### src/rtl/a2d_pkg.sv
// Shared FSM state type and SPI frame constants for the ADC128S interface.
// No logic here; imported by a2d_intf and spi_mstr16.
package a2d_pkg;
  typedef enum logic [1:0] {IDLE, FRM1, GAP, FRM2} state_t;

  localparam int FRONT_PORCH = 9;
  localparam int FRAME_BITS  = 16;
endpackage

### src/rtl/spi_mstr16.sv
// One 16-bit SPI frame, SCLK idles high, MISO sampled on SCLK rise; 9 + 16*SCLK_DIV clks per frame.
// done is a one-clk strobe on the final shift with rd_data valid alongside; wrt ignored mid-frame.
module spi_mstr16
  import a2d_pkg::*;
#(
  parameter int SCLK_DIV = 32
) (
  input  logic        clk,
  input  logic        rst_n,
  input  logic        wrt,
  input  logic [15:0] cmd,
  output logic        done,
  output logic [15:0] rd_data,
  output logic        SS_n,
  output logic        SCLK,
  output logic        MOSI,
  input  logic        MISO
);
  localparam int DW = $clog2(SCLK_DIV);
  localparam logic [DW-1:0] DIV_LOAD = DW'(SCLK_DIV - FRONT_PORCH);
  localparam logic [DW-1:0] DIV_RISE = DW'(SCLK_DIV / 2 - 1);
  localparam logic [DW-1:0] DIV_FALL = '1;

  logic [DW-1:0] r_div;
  logic [4:0]    r_bit_cnt;
  logic [15:0]   r_shft;
  logic          r_smpl;
  logic          r_ss_n;
  logic          r_sclk;
  logic [DW-1:0] w_div_nxt;
  logic          w_rise;
  logic          w_fall;
  logic          w_last;

  assign w_div_nxt = r_div + DW'(1);
  assign w_rise    = ~r_ss_n & (r_div == DIV_RISE);
  assign w_fall    = ~r_ss_n & (r_div == DIV_FALL);
  // Fall point 0 ends the porch and shifts nothing, so the 16th shift lands on count 16.
  assign w_last    = w_fall & (r_bit_cnt == 5'(FRAME_BITS));

  always_ff @(posedge clk or negedge rst_n) begin
    if (!rst_n) begin
      r_div     <= '0;
      r_bit_cnt <= '0;
      r_shft    <= '0;
      r_smpl    <= 1'b0;
      r_ss_n    <= 1'b1;
      r_sclk    <= 1'b1;
    end else if (r_ss_n) begin
      if (wrt) begin
        r_ss_n    <= 1'b0;
        r_div     <= DIV_LOAD;
        r_bit_cnt <= '0;
        r_shft    <= cmd;
        r_sclk    <= DIV_LOAD[DW-1];
      end
    end else begin
      r_div <= w_div_nxt;
      if (w_rise) r_smpl <= MISO;
      if (w_fall) begin
        r_bit_cnt <= r_bit_cnt + 5'd1;
        if (r_bit_cnt != 5'd0) r_shft <= {r_shft[14:0], r_smpl};
      end
      // SCLK is registered from the next divider value so the pin never shows a 17th fall.
      if (w_last) begin
        r_ss_n <= 1'b1;
        r_sclk <= 1'b1;
      end else begin
        r_sclk <= w_div_nxt[DW-1];
      end
    end
  end

  assign done    = w_last;
  assign rd_data = {r_shft[14:0], r_smpl};
  assign SS_n    = r_ss_n;
  assign SCLK    = r_sclk;
  assign MOSI    = r_shft[15];
endmodule

### src/rtl/a2d_intf.sv
// ADC128S channel read: address frame, SS_n gap, result frame; cnv_cmplt 1075 clks after strt_cnv.
// No backpressure: strt_cnv outside IDLE is dropped. Define A2D_INV_EN to return 12'hFFF - raw.
module a2d_intf
  import a2d_pkg::*;
#(
  parameter int SCLK_DIV = 32,
  parameter int GAP_CLKS = 32
) (
  input  logic        clk,
  input  logic        rst_n,
  input  logic        strt_cnv,
  input  logic [2:0]  chnnl,
  input  logic        MISO,
  output logic        cnv_cmplt,
  output logic [11:0] res,
  output logic        SS_n,
  output logic        SCLK,
  output logic        MOSI
);
  localparam int GW = $clog2(GAP_CLKS + 1);

  state_t        r_state;
  state_t        w_state_nxt;
  logic [GW-1:0] r_gap;
  logic [11:0]   r_res;
  logic          r_cmplt;
  logic [11:0]   w_res_nxt;
  logic          w_start;
  logic          w_gap_end;
  logic          w_wrt;
  logic          w_done;
  logic [15:0]   w_cmd;
  logic [15:0]   w_rd;
  logic          w_rd_unused;

  assign w_start   = (r_state == IDLE) & strt_cnv;
  assign w_gap_end = (r_state == GAP) & (r_gap == GW'(GAP_CLKS - 1));
  assign w_wrt     = w_start | w_gap_end;
  // The frame engine's shift register is the channel latch: it loads on the accepting clk.
  assign w_cmd     = w_start ? {2'b00, chnnl, 11'h000} : 16'h0000;

`ifdef A2D_INV_EN
  assign w_res_nxt = 12'hFFF - w_rd[11:0];
`else
  assign w_res_nxt = w_rd[11:0];
`endif
  assign w_rd_unused = ^w_rd[15:12];

  spi_mstr16 #(.SCLK_DIV(SCLK_DIV)) u_spi (
    .clk     (clk),
    .rst_n   (rst_n),
    .wrt     (w_wrt),
    .cmd     (w_cmd),
    .done    (w_done),
    .rd_data (w_rd),
    .SS_n    (SS_n),
    .SCLK    (SCLK),
    .MOSI    (MOSI),
    .MISO    (MISO)
  );

  always_ff @(posedge clk or negedge rst_n) begin
    if (!rst_n) r_state <= IDLE;
    else        r_state <= w_state_nxt;
  end

  always_comb begin
    w_state_nxt = r_state;
    case (r_state)
      IDLE:    if (strt_cnv)  w_state_nxt = FRM1;
      FRM1:    if (w_done)    w_state_nxt = GAP;
      GAP:     if (w_gap_end) w_state_nxt = FRM2;
      FRM2:    if (w_done)    w_state_nxt = IDLE;
      default:                w_state_nxt = IDLE;
    endcase
  end

  always_ff @(posedge clk or negedge rst_n) begin
    if (!rst_n) begin
      r_gap   <= '0;
      r_res   <= 12'h000;
      r_cmplt <= 1'b0;
    end else begin
      r_gap <= (r_state == GAP) ? r_gap + GW'(1) : '0;
      if (w_start) r_cmplt <= 1'b0;
      if ((r_state == FRM2) && w_done) begin
        r_res   <= w_res_nxt;
        r_cmplt <= 1'b1;
      end
    end
  end

  assign res       = r_res;
  assign cnv_cmplt = r_cmplt;
endmodule
### config.mk
export PLATFORM = sky130hd
export DESIGN_NAME = a2d_intf
export DESIGN_NICKNAME = d
export VERILOG_FILES = /design/src/rtl/a2d_pkg.sv /design/src/rtl/spi_mstr16.sv /design/src/rtl/a2d_intf.sv
export SDC_FILE = /design/constraint.sdc
export NUM_CORES = 1
export LEC_CHECK = 0
export ABC_AREA = 1
export CAP_MARGIN = 40
export CELL_PAD_IN_SITES_DETAIL_PLACEMENT = 0
export CELL_PAD_IN_SITES_GLOBAL_PLACEMENT = 1
export CORE_ASPECT_RATIO = 1.5
export CORE_MARGIN = 2
export CORE_UTILIZATION = 40
export CTS_CLUSTER_SIZE = 8
export DETAILED_ROUTE_END_ITERATION = 10
export PLACE_DENSITY = 0.74
export SLEW_MARGIN = 30
export SYNTH_ARGS = -nofsm -noshare
export SYNTH_HDL_FRONTEND = slang
export SYNTH_SLANG_ARGS = --single-unit
### constraint.sdc
create_clock -name clk -period 4.4 [get_ports clk]
set_input_delay 0.88 -clock clk [delete_from_list [all_inputs] [get_ports clk]]
set_output_delay 0.88 -clock clk [all_outputs]
set_load 0.01 [all_outputs]
---- Word level (Yosys, flattened, before mapping) ----
Cells that the tools add are included.
storage, ports and cells
  register bits after elaboration ......... 50
  output and inout port bits .............. 16
  word-level logic and storage cells ...... 66
cells by class
  add/sub/neg operators ................... 3
  equality and inequality tests ........... 12
  multiplexer cells ....................... 24
  bitwise gates (word level) .............. 7
  reductions and logical operators ........ 10
operators by type and width
  cell                                                                     number
  16-bit 2-to-1 mux                                                        4
  5-bit 2-to-1 mux                                                         5
  14-bit 2-to-1 mux                                                        1
  5-bit by 1-bit adder with 5-bit output, second input constant            2
  5-bit == test, second input constant                                     2
  1-bit 2-to-1 mux                                                         8
  2-bit 2-to-1 mux                                                         4
  2-bit inequality test, second input constant                             4
  2-bit one-hot mux with 4 select lines                                    1
  6-bit by 1-bit adder with 6-bit output, second input constant            1
  6-bit by 5-bit == test with 1-bit output, second input constant          1
  6-bit 2-to-1 mux                                                         1
  2-bit nonzero test                                                       3
  1-bit bitwise AND                                                        5
  5-bit by 4-bit == test with 1-bit output, second input constant          1
  5-bit nonzero test                                                       1
  2-bit == test, second input constant                                     2
  2-bit AND reduction                                                      2
  4-bit AND reduction                                                      1
  3-bit AND reduction                                                      1
  2-bit by 1-bit == test with 1-bit output, second input constant          1
  2-bit zero test                                                          1
  2-bit by 1-bit inequality test with 1-bit output, second input constant  1
  1-bit logical AND                                                        1
  other kinds (2)                                                          2

---- Depth between registers and ports, before layout ----
  depth in word-level cells ............... 5
  gate-level depth with buffers ........... 11

---- Hierarchy ----
Synthesis repeated with hierarchy kept, for this count alone.
second synthesis, totals
  cells, all modules ...................... 289
  area total of the unflattened synthesis .. 2538.7 sq um
modules (own cells, without submodules)
  module      instances  cells each  area each (sq um)
  spi_mstr16  1          201         1536.5
  a2d_intf    1          88          1002.2

---- Worst setup path after synthesis ----
Ideal clock, no wire load.
  path type ............................... register to register
  start point ............................. register u_spi.r_div[0]
  end point ............................... register u_spi.r_shft[10]
  library setup time ...................... 117 ps
  arrival ................................. 1689 ps
  required time ........................... 4283 ps
  setup slack ............................. 2593 ps
  cell stages (with the launch flop) ...... 10
  path buffers ............................ 2
  cells stage by stage .................... dfrtp_1 > ha_1 > nand2_1 > nor2_1 > ha_1 > or2_2 > buf_4 > clkbuf_1 > nand4_1 > nand2_1
on the way
  longest elaborated chain between the ends .. 4
ends and longest elaborated chain
  what                           line              text
  start: declaration             spi_mstr16.sv:24  logic [DW-1:0] r_div;
  start signal: assignment       spi_mstr16.sv:58  r_div <= w_div_nxt;
  5-bit == test                  spi_mstr16.sv:37  assign w_fall = ~r_ss_n & (r_div == DIV_FALL);
  1-bit bitwise AND              spi_mstr16.sv:37
  2-bit nonzero test (no line)   -
  3-bit AND reduction (no line)  -
  end signal: assignment         spi_mstr16.sv:54  r_shft <= cmd;
  end signal: assignment         spi_mstr16.sv:62  if (r_bit_cnt != 5'd0) r_shft <= {r_shft[14:0], r_smpl};
  end: declaration               spi_mstr16.sv:26  logic [15:0] r_shft;
No other way between the ends.
A chain may end at the register's enable or synchronous reset.

---- Worst setup path after layout ----
  start point ............................. register u_spi.r_ss_n (netlist: u_spi.SS_n)
  end point ............................... output SS_n
RTL lines
  what                      line              text
  start: declaration        spi_mstr16.sv:28  logic r_ss_n;
  start signal: assignment  spi_mstr16.sv:47  r_ss_n <= 1'b1;
  start signal: assignment  spi_mstr16.sv:51  r_ss_n <= 1'b0;
  start signal: assignment  spi_mstr16.sv:66  r_ss_n <= 1'b1;
  end: declaration          a2d_intf.sv:16    output logic SS_n,
No word-level cell between the ends.

==> impl_metrics.toml <==
[logic_synthesis]
syn_nets = 300
synth_area_um2 = 2420
synth-seq-cells = 50
synthTopCellsByArea = "dfrtp_1 (50%), nand2_1 (12%), ha_1 (5.7%)"
syn_avg_cell_area_um2 = 8.60
ys_seq_area_share_pct = 51.7
synth_top_area_share_pct = 49.5
synth_cells = 282
synth_top_area_cell = "dfrtp_1"
synth_warnings = 0
synthDistinctLibCells = 26

[power]
leakagePower_nw = 1.33
seqPwrFrac_pct = 46.0
p_int_mw = 0.880
vdd_ir_drop_max_mv = 0.224
swShare_pct = 38.2
p_comb_share_pct = 34.5
switchingPower_mw = 0.544
power.density_nw_per_um2 = 515
clock_power_share_pct = 19.5

[route]
dr_total_vias = 1851
wl_per_cell_um = 12.8
ant_nets = 0
drtIter0Drc = 66
wirelength_mm = 4.79
drt_pre_antenna_iters = 4
routed_via_density = 4.95
drc_errors = 0

[final_layout]
nNetsFinal = 319
drive_above_1_share_pct = 7.95
seq_area_um2 = 1250
fillers = 571
final_cells = 374
area_delta_synth_final_pct = 14.0
num_antenna_cells = 0
multi_input_area_um2 = 997
utilization_pct = 47.4

[timing]
min_period_ns = 2.61
maxSlewViolCount = 0
setup_ws_ns = 1.79
finClkSkew_ns = 0.00601
fin_crit_sh_pct = 59.4
hold_viol = 0
tightest_slew_ns = 0.491
relSlewSlack_pct = 67.2
rsz0062_at_grt = "false"
tns_ns = 0
max_freq_mhz = 383
setup_violations = 0

[floorplanning]
core_area_um2 = 5830
fp.dieW_um = 67.6
die_h_um = 99.4
row_count = 34
ioPinCount = 23
die_area_um2 = 6710
start_util_pct = 41.6

[setup_path]
path_cells = "clkdlybuf4s50_1"
required_ns = 3.52
crit_path_end_kind = "primary output"
worstPathArrival_ns = 1.73
critPathSlowestCell = "dfstp_2"
cp_max_fo = 22
critPathKind = "reg2out"
worstSetupStartpointType = "flop"
cp_num_buf_inv = 1
slowest_delay_ns = 0.81
path_delay_family = "flip-flops"

[global_routing]
antenna_found_initial = 0
grt_pass1_wl_mm = 8.51
grtUsageTotal_pct = 16.5
grt_pass1_vias = 1830
grt-ovfl-total = 0
grt_max_degree = 32

[cts]
cts_hold_buf = 0
cts_resized = 0
path_clk_slew_ns = 0.09
cts_buffers = 5
htreeDepth = 2
cts_sinks = 50
root_buffer = "clkbuf_8"
tritoncts = "done"
clockBufferDepth = 2
postCtsSetupBuffers = 0
clock_latency_ns = 0.30

[placement]
portBuffers = 22
hpwl_mm = 3.23
dp.cells = 366
pre_cts_slack_ns = 2.08
routabilityCongestion = 0.698

[run_status]
status = "finished, final reports clean"

[run]
drv_cap = 0

[worst_hold_path]
hold_class = "reg2reg"
registers in the layout, indices dropped and copies added (netlist names):
register	cells
u_spi.r_bit_cnt	5
u_spi.r_smpl	1
u_spi.SS_n	1
cnv_cmplt	1
u_spi.r_shft	16
u_spi.r_div	5
r_state	2
u_spi.SCLK	1
res	12
r_gap	6
routing by layer:
metal	wire, um	vias to the layer above	global-route usage (%)
met5	0	-	0
li1	-	945	-
met3	121	5	3.39
met4	64	0	4.71
met2	2360	21	26.9
met1	2240	880	21.9
cell families (layout without fill, tap and decap cells):
logic type | count (synthesis) | count (layout) | synth area share [%]
flops | 50 | 50 | 51.7
buf+inv | 40 | 60 | 7.17
xor+xnor | 2 | 2 | 0.723
simple gates | 145 | 145 | 27.6
fa+ha+maj | 11 | 11 | 5.68
compound gates | 34 | 34 | 7.12
worst paths after layout:
path                                  from         endpoint  slack [ns]  cells after the start
max                             u_spi.SS_n             SS_n        1.79                      1
min reg2reg                u_spi.r_shft[4]  u_spi.r_shft[4]        0.48                      2
max in group asynchronous            rst_n           res[4]        3.10                      2
min in group asynchronous            rst_n       r_state[1]        0.52                      1
min                        u_spi.r_shft[4]  u_spi.r_shft[4]        0.48                      2
max reg2reg                 u_spi.r_div[0]           res[7]        2.16                      8
placed cells by master, fill, tap and decap left out, types with 2 or more instances in the layout:
cell,n
nand3_2,3
clkdlybuf4s50_1,21
dfrtp_1,48
or2_2,4
o21ai_0,19
nand4_1,19
clkbuf_8,6
dfstp_2,2
a21oi_1,9
nand3_1,7
ha_1,11
xor2_1,2
inv_1,29
nor2_1,28
o21ai_1,5
nand2_1,77
nor2_2,2
power by group through the flow:
stage / registers [mW] / logic (mW) / clock network [mW]
after detailed placement: 0.663 / 0.497 / 0
after CTS: 0.656 / 0.500 / 0.289
after floorplan: 0.647 / 0.388 / 0
after global placement: 0.662 / 0.491 / 0
final: 0.656 / 0.491 / 0.278
after global routing: 0.675 / 0.572 / 0.310
through the flow:
stage | power (mW) | instance area (um^2) | hold slack (ns)
floorplan | 1.03 | 2420 | 0.442
global placement | 1.15 | 2670 | 0.454
detailed placement | 1.16 | 2670 | 0.459
CTS | 1.45 | 2760 | 0.485
global route | 1.56 | 2760 | 0.505
finish | 1.42 | 2760 | 0.479
synth_stat cells, drive strengths merged:
cell,instances
xor2,2
ha,11
clkbuf,2
o21ai,24
nand4,19
or2,4
inv,29
buf,9
a21oi,9
nand2,79
dfrtp,48
nor3b,1
nor2,31
nand3,11
dfstp,2
o21a,1
final cells by class:
type / instances / area share (%)
clock buffer: 7 / 3.12
clock inverter: 1 / 0.181
inverter: 29 / 3.94
multi-input combinational: 192 / 36.1
sequential: 50 / 45.4
tap: 72 / 3.26
timing repair buffer: 23 / 8.06
worst reg2reg max path, delay by kind of cell (launching register included):
kind | cells | cell delay, ns
AOI/OAI and AO/OA | 1 | 0.32
and+or+nand+nor | 5 | 0.97
adders and majority gates | 2 | 0.46
DFF | 1 | 0.40
No activity file was read; power rests on OpenSTA's default activity.
